===== src/rtl/conv_pkg.sv =====
// ============================================================================
// Module : conv_pkg
// Shared constants, filter-mode encoding and window unpack helper.
// Rev    : 1.0
// ============================================================================
`default_nettype none

package conv_pkg;

    localparam int WIN_W = 72;
    localparam int PIX_W = 8;

    typedef enum logic [1:0] {
        MODE_PASS  = 2'd0,
        MODE_GAUSS = 2'd1,
        MODE_SOBEL = 2'd2,
        MODE_SHARP = 2'd3
    } mode_t;

    // Pixel w(r,c) sits at bits [24r+8c+7 : 24r+8c]; row 0 is the oldest line.
    function automatic logic [PIX_W-1:0] win_pix(input logic [WIN_W-1:0] win,
                                                 input int r, input int c);
        return win[24*r + 8*c +: PIX_W];
    endfunction

endpackage

`default_nettype wire


===== src/rtl/sat_clamp.sv =====
// ============================================================================
// Module : sat_clamp
// Clamps a signed 13-bit value to the unsigned pixel range 0..255.
// Rev    : 1.0
// ============================================================================
`default_nettype none

module sat_clamp (
    input  logic signed [12:0] value,
    output logic        [7:0]  clamped
);

    always_comb begin
        clamped = value[7:0];
        if (value < 13'sd0) begin
            clamped = 8'd0;
        end else if (value > 13'sd255) begin
            clamped = 8'd255;
        end
    end

endmodule

`default_nettype wire


===== src/rtl/conv3x3_pipe.sv =====
// ============================================================================
// Module : conv3x3_pipe
// Three-stage streaming 3x3 filter (pass/gauss/sobel/sharpen) with line/frame
// position counters and end-of-line / end-of-frame pulses.
// Rev    : 1.0
// ============================================================================
`default_nettype none

module conv3x3_pipe
    import conv_pkg::*;
#(
    parameter int LINE_WIDTH  = 256,
    parameter int OUT_LINES   = 254,
    parameter int SOBEL_SHIFT = 0
) (
    input  logic             i_clk,
    input  logic             i_rst,
    input  logic [WIN_W-1:0] i_window,
    input  logic             i_window_valid,
    input  logic [1:0]       i_mode,
    output logic [PIX_W-1:0] o_pixel,
    output logic             o_pixel_valid,
    output logic             o_eol,
    output logic             o_eof,
    output logic             o_busy
);

    localparam int PIX_CNT_W  = (LINE_WIDTH > 1) ? $clog2(LINE_WIDTH) : 1;
    localparam int LINE_CNT_W = (OUT_LINES  > 1) ? $clog2(OUT_LINES)  : 1;

    // ---------------- S1: row / column partial sums ----------------
    logic [7:0]  w [3][3];
    logic [9:0]  row_sum [3];
    logic [9:0]  col0_sum, col2_sum, cross_sum;
    logic [10:0] ctr5;

    always_comb begin
        for (int r = 0; r < 3; r++) begin
            for (int c = 0; c < 3; c++) begin
                w[r][c] = win_pix(i_window, r, c);
            end
        end
        // Row sums double as the Gy terms: Gy = row2 - row0.
        for (int r = 0; r < 3; r++) begin
            row_sum[r] = {2'b00, w[r][0]} + {1'b0, w[r][1], 1'b0} + {2'b00, w[r][2]};
        end
        col0_sum  = {2'b00, w[0][0]} + {1'b0, w[1][0], 1'b0} + {2'b00, w[2][0]};
        col2_sum  = {2'b00, w[0][2]} + {1'b0, w[1][2], 1'b0} + {2'b00, w[2][2]};
        cross_sum = {2'b00, w[0][1]} + {2'b00, w[1][0]} + {2'b00, w[1][2]} + {2'b00, w[2][1]};
        ctr5      = {1'b0, w[1][1], 2'b00} + {3'b000, w[1][1]};
    end

    logic        s1_valid;
    mode_t       s1_mode;
    logic [7:0]  s1_center;
    logic [9:0]  s1_row0, s1_row1, s1_row2, s1_col0, s1_col2, s1_cross;
    logic [10:0] s1_ctr5;

    // ---------------- S2: signed sums and magnitudes ----------------
    logic        [11:0] gauss_sum;
    logic signed [10:0] gx, gy;
    logic        [10:0] gx_abs, gy_abs;
    logic        [11:0] mag_sum;
    logic signed [11:0] sharp_diff;

    always_comb begin
        gauss_sum  = {2'b00, s1_row0} + {1'b0, s1_row1, 1'b0} + {2'b00, s1_row2};
        gx         = $signed({1'b0, s1_col2}) - $signed({1'b0, s1_col0});
        gy         = $signed({1'b0, s1_row2}) - $signed({1'b0, s1_row0});
        gx_abs     = gx[10] ? $unsigned(-gx) : $unsigned(gx);
        gy_abs     = gy[10] ? $unsigned(-gy) : $unsigned(gy);
        mag_sum    = {1'b0, gx_abs} + {1'b0, gy_abs};
        sharp_diff = $signed({1'b0, s1_ctr5}) - $signed({2'b00, s1_cross});
    end

    logic               s2_valid;
    mode_t              s2_mode;
    logic        [7:0]  s2_center;
    logic        [11:0] s2_gauss, s2_mag;
    logic signed [11:0] s2_sharp;

    // ---------------- S3: shift, clamp, mode mux ----------------
    logic        [11:0] mag_shifted;
    logic signed [12:0] sobel_in, sharp_in;
    logic        [7:0]  sobel_pix, sharp_pix;
    logic        [7:0]  next_pixel;

    always_comb begin
        mag_shifted = s2_mag >> SOBEL_SHIFT;
        sobel_in    = $signed({1'b0, mag_shifted});
        sharp_in    = $signed({s2_sharp[11], s2_sharp});
    end

    sat_clamp u_sobel_clamp (
        .value   (sobel_in),
        .clamped (sobel_pix)
    );

    sat_clamp u_sharp_clamp (
        .value   (sharp_in),
        .clamped (sharp_pix)
    );

    always_comb begin
        next_pixel = s2_center;
        case (s2_mode)
            MODE_PASS:  next_pixel = s2_center;
            MODE_GAUSS: next_pixel = s2_gauss[11:4];
            MODE_SOBEL: next_pixel = sobel_pix;
            MODE_SHARP: next_pixel = sharp_pix;
            default:    next_pixel = s2_center;
        endcase
    end

    // Position counters track the pixel entering the output register, so the
    // pulses land in the same cycle as that pixel.
    logic [PIX_CNT_W-1:0]  pix_cnt;
    logic [LINE_CNT_W-1:0] line_cnt;
    logic                  last_pix, last_line;

    always_comb begin
        last_pix  = (pix_cnt  == PIX_CNT_W'(LINE_WIDTH - 1));
        last_line = (line_cnt == LINE_CNT_W'(OUT_LINES - 1));
    end

    always_ff @(posedge i_clk) begin
        if (i_rst) begin
            s1_valid      <= 1'b0;
            s1_mode       <= MODE_PASS;
            s1_center     <= '0;
            s1_row0       <= '0;
            s1_row1       <= '0;
            s1_row2       <= '0;
            s1_col0       <= '0;
            s1_col2       <= '0;
            s1_cross      <= '0;
            s1_ctr5       <= '0;
            s2_valid      <= 1'b0;
            s2_mode       <= MODE_PASS;
            s2_center     <= '0;
            s2_gauss      <= '0;
            s2_mag        <= '0;
            s2_sharp      <= '0;
            o_pixel       <= '0;
            o_pixel_valid <= 1'b0;
            o_eol         <= 1'b0;
            o_eof         <= 1'b0;
            pix_cnt       <= '0;
            line_cnt      <= '0;
        end else begin
            s1_valid      <= i_window_valid;
            s1_mode       <= mode_t'(i_mode);
            s1_center     <= w[1][1];
            s1_row0       <= row_sum[0];
            s1_row1       <= row_sum[1];
            s1_row2       <= row_sum[2];
            s1_col0       <= col0_sum;
            s1_col2       <= col2_sum;
            s1_cross      <= cross_sum;
            s1_ctr5       <= ctr5;

            s2_valid      <= s1_valid;
            s2_mode       <= s1_mode;
            s2_center     <= s1_center;
            s2_gauss      <= gauss_sum;
            s2_mag        <= mag_sum;
            s2_sharp      <= sharp_diff;

            o_pixel       <= next_pixel;
            o_pixel_valid <= s2_valid;
            o_eol         <= s2_valid && last_pix;
            o_eof         <= s2_valid && last_pix && last_line;

            if (s2_valid) begin
                if (last_pix) begin
                    pix_cnt  <= '0;
                    line_cnt <= last_line ? '0 : line_cnt + 1'b1;
                end else begin
                    pix_cnt  <= pix_cnt + 1'b1;
                end
            end
        end
    end

    assign o_busy = s1_valid | s2_valid | o_pixel_valid;

endmodule

`default_nettype wire


===== config.mk =====
export PLATFORM = sky130hd
export DESIGN_NAME = conv3x3_pipe
export DESIGN_NICKNAME = d
export VERILOG_FILES = /design/src/rtl/conv_pkg.sv /design/src/rtl/sat_clamp.sv /design/src/rtl/conv3x3_pipe.sv
export SDC_FILE = /design/constraint.sdc
export NUM_CORES = 1
export LEC_CHECK = 0
export ABC_AREA = 1
export BUFFER_PORTS_ARGS = -buffer_cell sky130_fd_sc_hd__buf_2
export CAP_MARGIN = 20
export CORE_MARGIN = 2
export CORE_UTILIZATION = 35
export DETAILED_ROUTE_END_ITERATION = 12
export SYNTH_ARGS = -nofsm -noshare
export SYNTH_HDL_FRONTEND = slang
export SYNTH_SLANG_ARGS = --single-unit

===== constraint.sdc =====
create_clock -name i_clk -period 6.8 [get_ports i_clk]
set_input_delay 0.34 -clock i_clk [delete_from_list [all_inputs] [get_ports i_clk]]
set_output_delay 0.34 -clock i_clk [all_outputs]
set_load 0.05 [all_outputs]

==> results.md <==
| Item | This run | Unit |
| --- | --- | --- |
| Status | finished clean | - |
| Register-to-Register Setup Slack | 3.19 | ns |
| Pin count of the biggest net entering global routing | 46 | - |
| Initial Utilization | 0.358 | - |
| Mapped Area | 10700 | µm² |
| Number of H-tree levels | 4 | - |
| Worst Tran Pin Value | 0.653 | ns |
| Data required time at the worst endpoint | 7.12 | ns |
| Wire length of the first global-routing pass | 43800 | µm |
| All-layer global routing usage | 0.174 | - |
| Final RePlAce weighted congestion | 0.870 | - |
| Unrepaired setup endpoints after global routing | false | - |
| Vias in the first global route | 8854 | - |
| Total power | 4.51 | mW |
| CTS Hold Bufs | 0 | - |
| Element type at the critical path start | register | - |
| Worst hold-check path type | in -> reg | - |
| Final design utilization | 0.406 | - |
| Critical Path End Type | register | - |
| Ys Warns | 0 | - |
| Most frequently used flop master after synthesis | sky130_fd_sc_hd__dfxtp_1 | - |
| Start point of the worst min-delay path | i_window_valid | - |
| Number of failing hold endpoints at the final stage | 0 | - |
| Number of placement rows | 63 | - |
| Maximum buffer depth of the clock tree | 2 | - |
| CTS tree | yes | - |
| Drt drc | 0 | - |
| Max-cap viol count | 0 | - |
| Cell count after placement | 1849 | - |
| Worst hold endpoint | s1_valid | - |
| Crit share post-route | 0.532 | - |
| Worst max-slew margin expressed relative to the limit | 0.562 | - |
| Sequential cell area fraction in the yosys report | 0.281 | - |
| Net count after synthesis | 1650 | - |
| Overflow after GRT | 0 | - |
| Clk sink count | 150 | - |
| Area of the core | 29800 | µm² |
| Hold Path Cell Cnt | 3 | - |
| Initial detailed-routing violation count | 517 | - |
| Antenna violations before repair | 1 | - |
| PD cells | 372 | nW/µm² |
| Antenna Nets Post-Route | 0 | - |
| WS Path Type | reg -> reg | - |
| Synthesized area divided by synthesized cell count | 7.69 | µm² |
| Multi-input logic area | 6680 | µm² |
| WP data arrival | 3.93 | ns |
| Peak supply drop | 0.000208 | V |
| Die ar. | 31900 | µm² |
| Clock transition at path regs | 0.06 | ns |
| Worst reg2reg startpoint | s1_col2[0] | - |
| Maximum clock frequency | 277 | MHz |
| Post-CTS setup-driven buffer insertion count | 0 | - |
| Final critical delay including setup and external delays | 3.61 | ns |
| Flop and latch count out of synthesis | 150 | - |
| Cell depth of the worst flop-to-flop path | 20 | - |
| Number of distinct library cell variants in the gate-level netlist after synthesis | 43 | - |
| Average via count per standard cell | 4.82 | - |
| Sum of routed wire length over all layers | 26400 | µm |
| Leakage Power | 6.08 | nW |
| Width of the die | 179 | µm |
| Detailed-routing iteration count for the pre-antenna-repair pass | 5 | - |
| Share of layout cells above drive strength 1 | 0.0907 | - |
| Highest-count cells in the layout ignoring fill and taps | sky130_fd_sc_hd__inv_1, sky130_fd_sc_hd__nand2_1, sky130_fd_sc_hd__dfxtp_1 | - |
| Final nets | 1741 | - |
| Count of boundary I/O pins | 89 | - |
| Resize count post-CTS | 0 | - |
| Post-route setup TNS | 0 | ns |
| HPWL after DPL | 21900 | µm |
| Vertical die dimension | 179 | µm |
| Filler Cells Inserted | 3120 | - |
| Root Buffer Master | sky130_fd_sc_hd__clkbuf_16 | - |
| Number of enable-type register cells in the synthesized netlist | 0 | - |
| Critical-path maximum fanout | 12 | - |
| Reg-to-reg critical path endpoint | mag_shifted[7] | - |
| Async S/R FF share, synth | 0 | - |
| Skew-Pair Late Insertion Delay | 0.43 | ns |
| Commonest non-fill, non-tap cell in the layout | sky130_fd_sc_hd__inv_1 | - |
| Cts bufs inserted | 17 | - |
| Non-filler instance count after layout | 1879 | - |
| Smallest hold slack | 0.116 | ns |
| Final slew viol count | 0 | - |
| Number of failing setup endpoints in the final timing report | 0 | - |
| Input/output buffers | 88 | - |
| Worst Clk Skew | 0.0130 | ns |
| Synthesized instance count | 1387 | - |
| Combined flip-flop and latch cell area | 3000 | µm² |
| Area delta synth->final | 13.5 | % |
| Number of antenna repair diodes | 0 | - |
| Total number of vias | 9058 | - |
| Average detailed-routed wire length per instance | 14.1 | µm |
==> worst max-delay path, cell delays in order, from the launching register on <==
cell and delay, ns:
sky130_fd_sc_hd__dfxtp_1 0.30, sky130_fd_sc_hd__inv_1 0.05, sky130_fd_sc_hd__ha_1 0.13, sky130_fd_sc_hd__inv_1 0.08
sky130_fd_sc_hd__fa_1 0.42, sky130_fd_sc_hd__nand3_1 0.11, sky130_fd_sc_hd__nand2_1 0.09, sky130_fd_sc_hd__nand2_1 0.09
sky130_fd_sc_hd__nand2_1 0.08, sky130_fd_sc_hd__a21oi_2 0.42, sky130_fd_sc_hd__inv_1 0.11, sky130_fd_sc_hd__nor2_1 0.13
sky130_fd_sc_hd__xor2_1 0.16, sky130_fd_sc_hd__inv_1 0.06, sky130_fd_sc_hd__ha_1 0.38, sky130_fd_sc_hd__nand2_1 0.11
sky130_fd_sc_hd__o21ai_0 0.25, sky130_fd_sc_hd__nor2_1 0.10, sky130_fd_sc_hd__o21ai_0 0.22, sky130_fd_sc_hd__a21oi_1 0.10
sky130_fd_sc_hd__o21a_1 0.12
==> cell usage after synthesis (3+ instances only) <==
| master | instances | area [µm²] |
|---|---|---|
| sky130_fd_sc_hd__inv_1 | 242 | 908 |
| sky130_fd_sc_hd__nand2_1 | 239 | 897 |
| sky130_fd_sc_hd__dfxtp_1 | 150 | 3000 |
| sky130_fd_sc_hd__a21oi_1 | 138 | 691 |
| sky130_fd_sc_hd__nor2_1 | 117 | 439 |
| sky130_fd_sc_hd__ha_1 | 116 | 1450 |
| sky130_fd_sc_hd__o21ai_0 | 95 | 475 |
| sky130_fd_sc_hd__fa_1 | 70 | 1400 |
| sky130_fd_sc_hd__nand3_1 | 61 | 305 |
| sky130_fd_sc_hd__nand4_1 | 24 | 150 |
| sky130_fd_sc_hd__xor2_1 | 19 | 166 |
| sky130_fd_sc_hd__clkbuf_1 | 16 | 60.1 |
| sky130_fd_sc_hd__o21a_1 | 16 | 120 |
| sky130_fd_sc_hd__nor3_1 | 15 | 75.1 |
| sky130_fd_sc_hd__o21bai_1 | 11 | 82.6 |
| sky130_fd_sc_hd__o211ai_1 | 8 | 60.1 |
| sky130_fd_sc_hd__a221oi_1 | 6 | 52.6 |
| sky130_fd_sc_hd__o311ai_0 | 6 | 52.6 |
| sky130_fd_sc_hd__nand3b_1 | 5 | 37.5 |
| sky130_fd_sc_hd__xnor2_1 | 3 | 26.3 |
==> cells by family after synthesis <==
logic type      after synthesis  synth area share
compound gates              287             0.149
simple gates                478             0.191
buf+inv                     264            0.0932
flops                       150             0.281
xor+xnor                     22            0.0181
fa+ha+maj                   186             0.267
==> per-layer routing <==
metal | routed length (µm) | vias up | part of all wire | track usage
met5 | 0 | - | 0 | 0
met4 | 503 | 0 | 0.019 | 0.0491
met3 | 756 | 30 | 0.029 | 0.0220
met2 | 12600 | 162 | 0.48 | 0.302
met1 | 12600 | 4172 | 0.48 | 0.227
li1 | - | 4694 | - | -
==> cell type report <==
cell class,instances,share of cell area
multi-input cells,973,0.551
well taps,390,0.0403
clock buffers,18,0.0363
clock inverters,12,0.0100
repair buffers,91,0.0382
flip-flops and latches,150,0.248
inverters,245,0.0759
==> registers in the layout (all words and copies together) (netlist names), 8 cells and up <==
| name | cells |
|---|---|
| s1_cross | 10 |
| s1_row0 | 10 |
| s1_row2 | 10 |
| s2_sharp | 12 |
| line_cnt | 8 |
| mag_shifted | 12 |
| s1_col2 | 10 |
| s1_center | 8 |
| pix_cnt | 8 |
| s1_col0 | 10 |
| s1_ctr5 | 9 |
| s2_center | 8 |
| o_pixel | 8 |
| s2_gauss | 8 |
| s1_row1 | 10 |
==> power by group <==
group          switching [mW]  internal (mW)
clock                   0.382          0.516
sequential             0.0621           1.05
combinational            1.60          0.906
total                    2.04           2.47
==> stage by stage <==
stage / instance area [µm²] / setup WS, ns
floorplan: 10700 / 3.83
global placement: 11500 / 3.29
detailed placement: 11500 / 3.20
CTS: 12100 / 3.17
global route: 12100 / 2.75
finish: 12100 / 3.19
==> worst max path at each step <==
stage | from | end | slack, ns | depth (start not counted)
final | s1_col2[0] | mag_shifted[7] | 3.19 | 20
after global routing | s1_col2[0] | mag_shifted[7] | 2.75 | 20
after CTS | s1_col2[0] | mag_shifted[7] | 3.17 | 20
after detailed placement | s1_col2[0] | mag_shifted[7] | 3.20 | 20
after global placement | s1_col2[0] | mag_shifted[7] | 3.29 | 20
after floorplan | s1_row2[0] | mag_shifted[11] | 3.83 | 23
No activity file was read; power rests on OpenSTA's default activity.
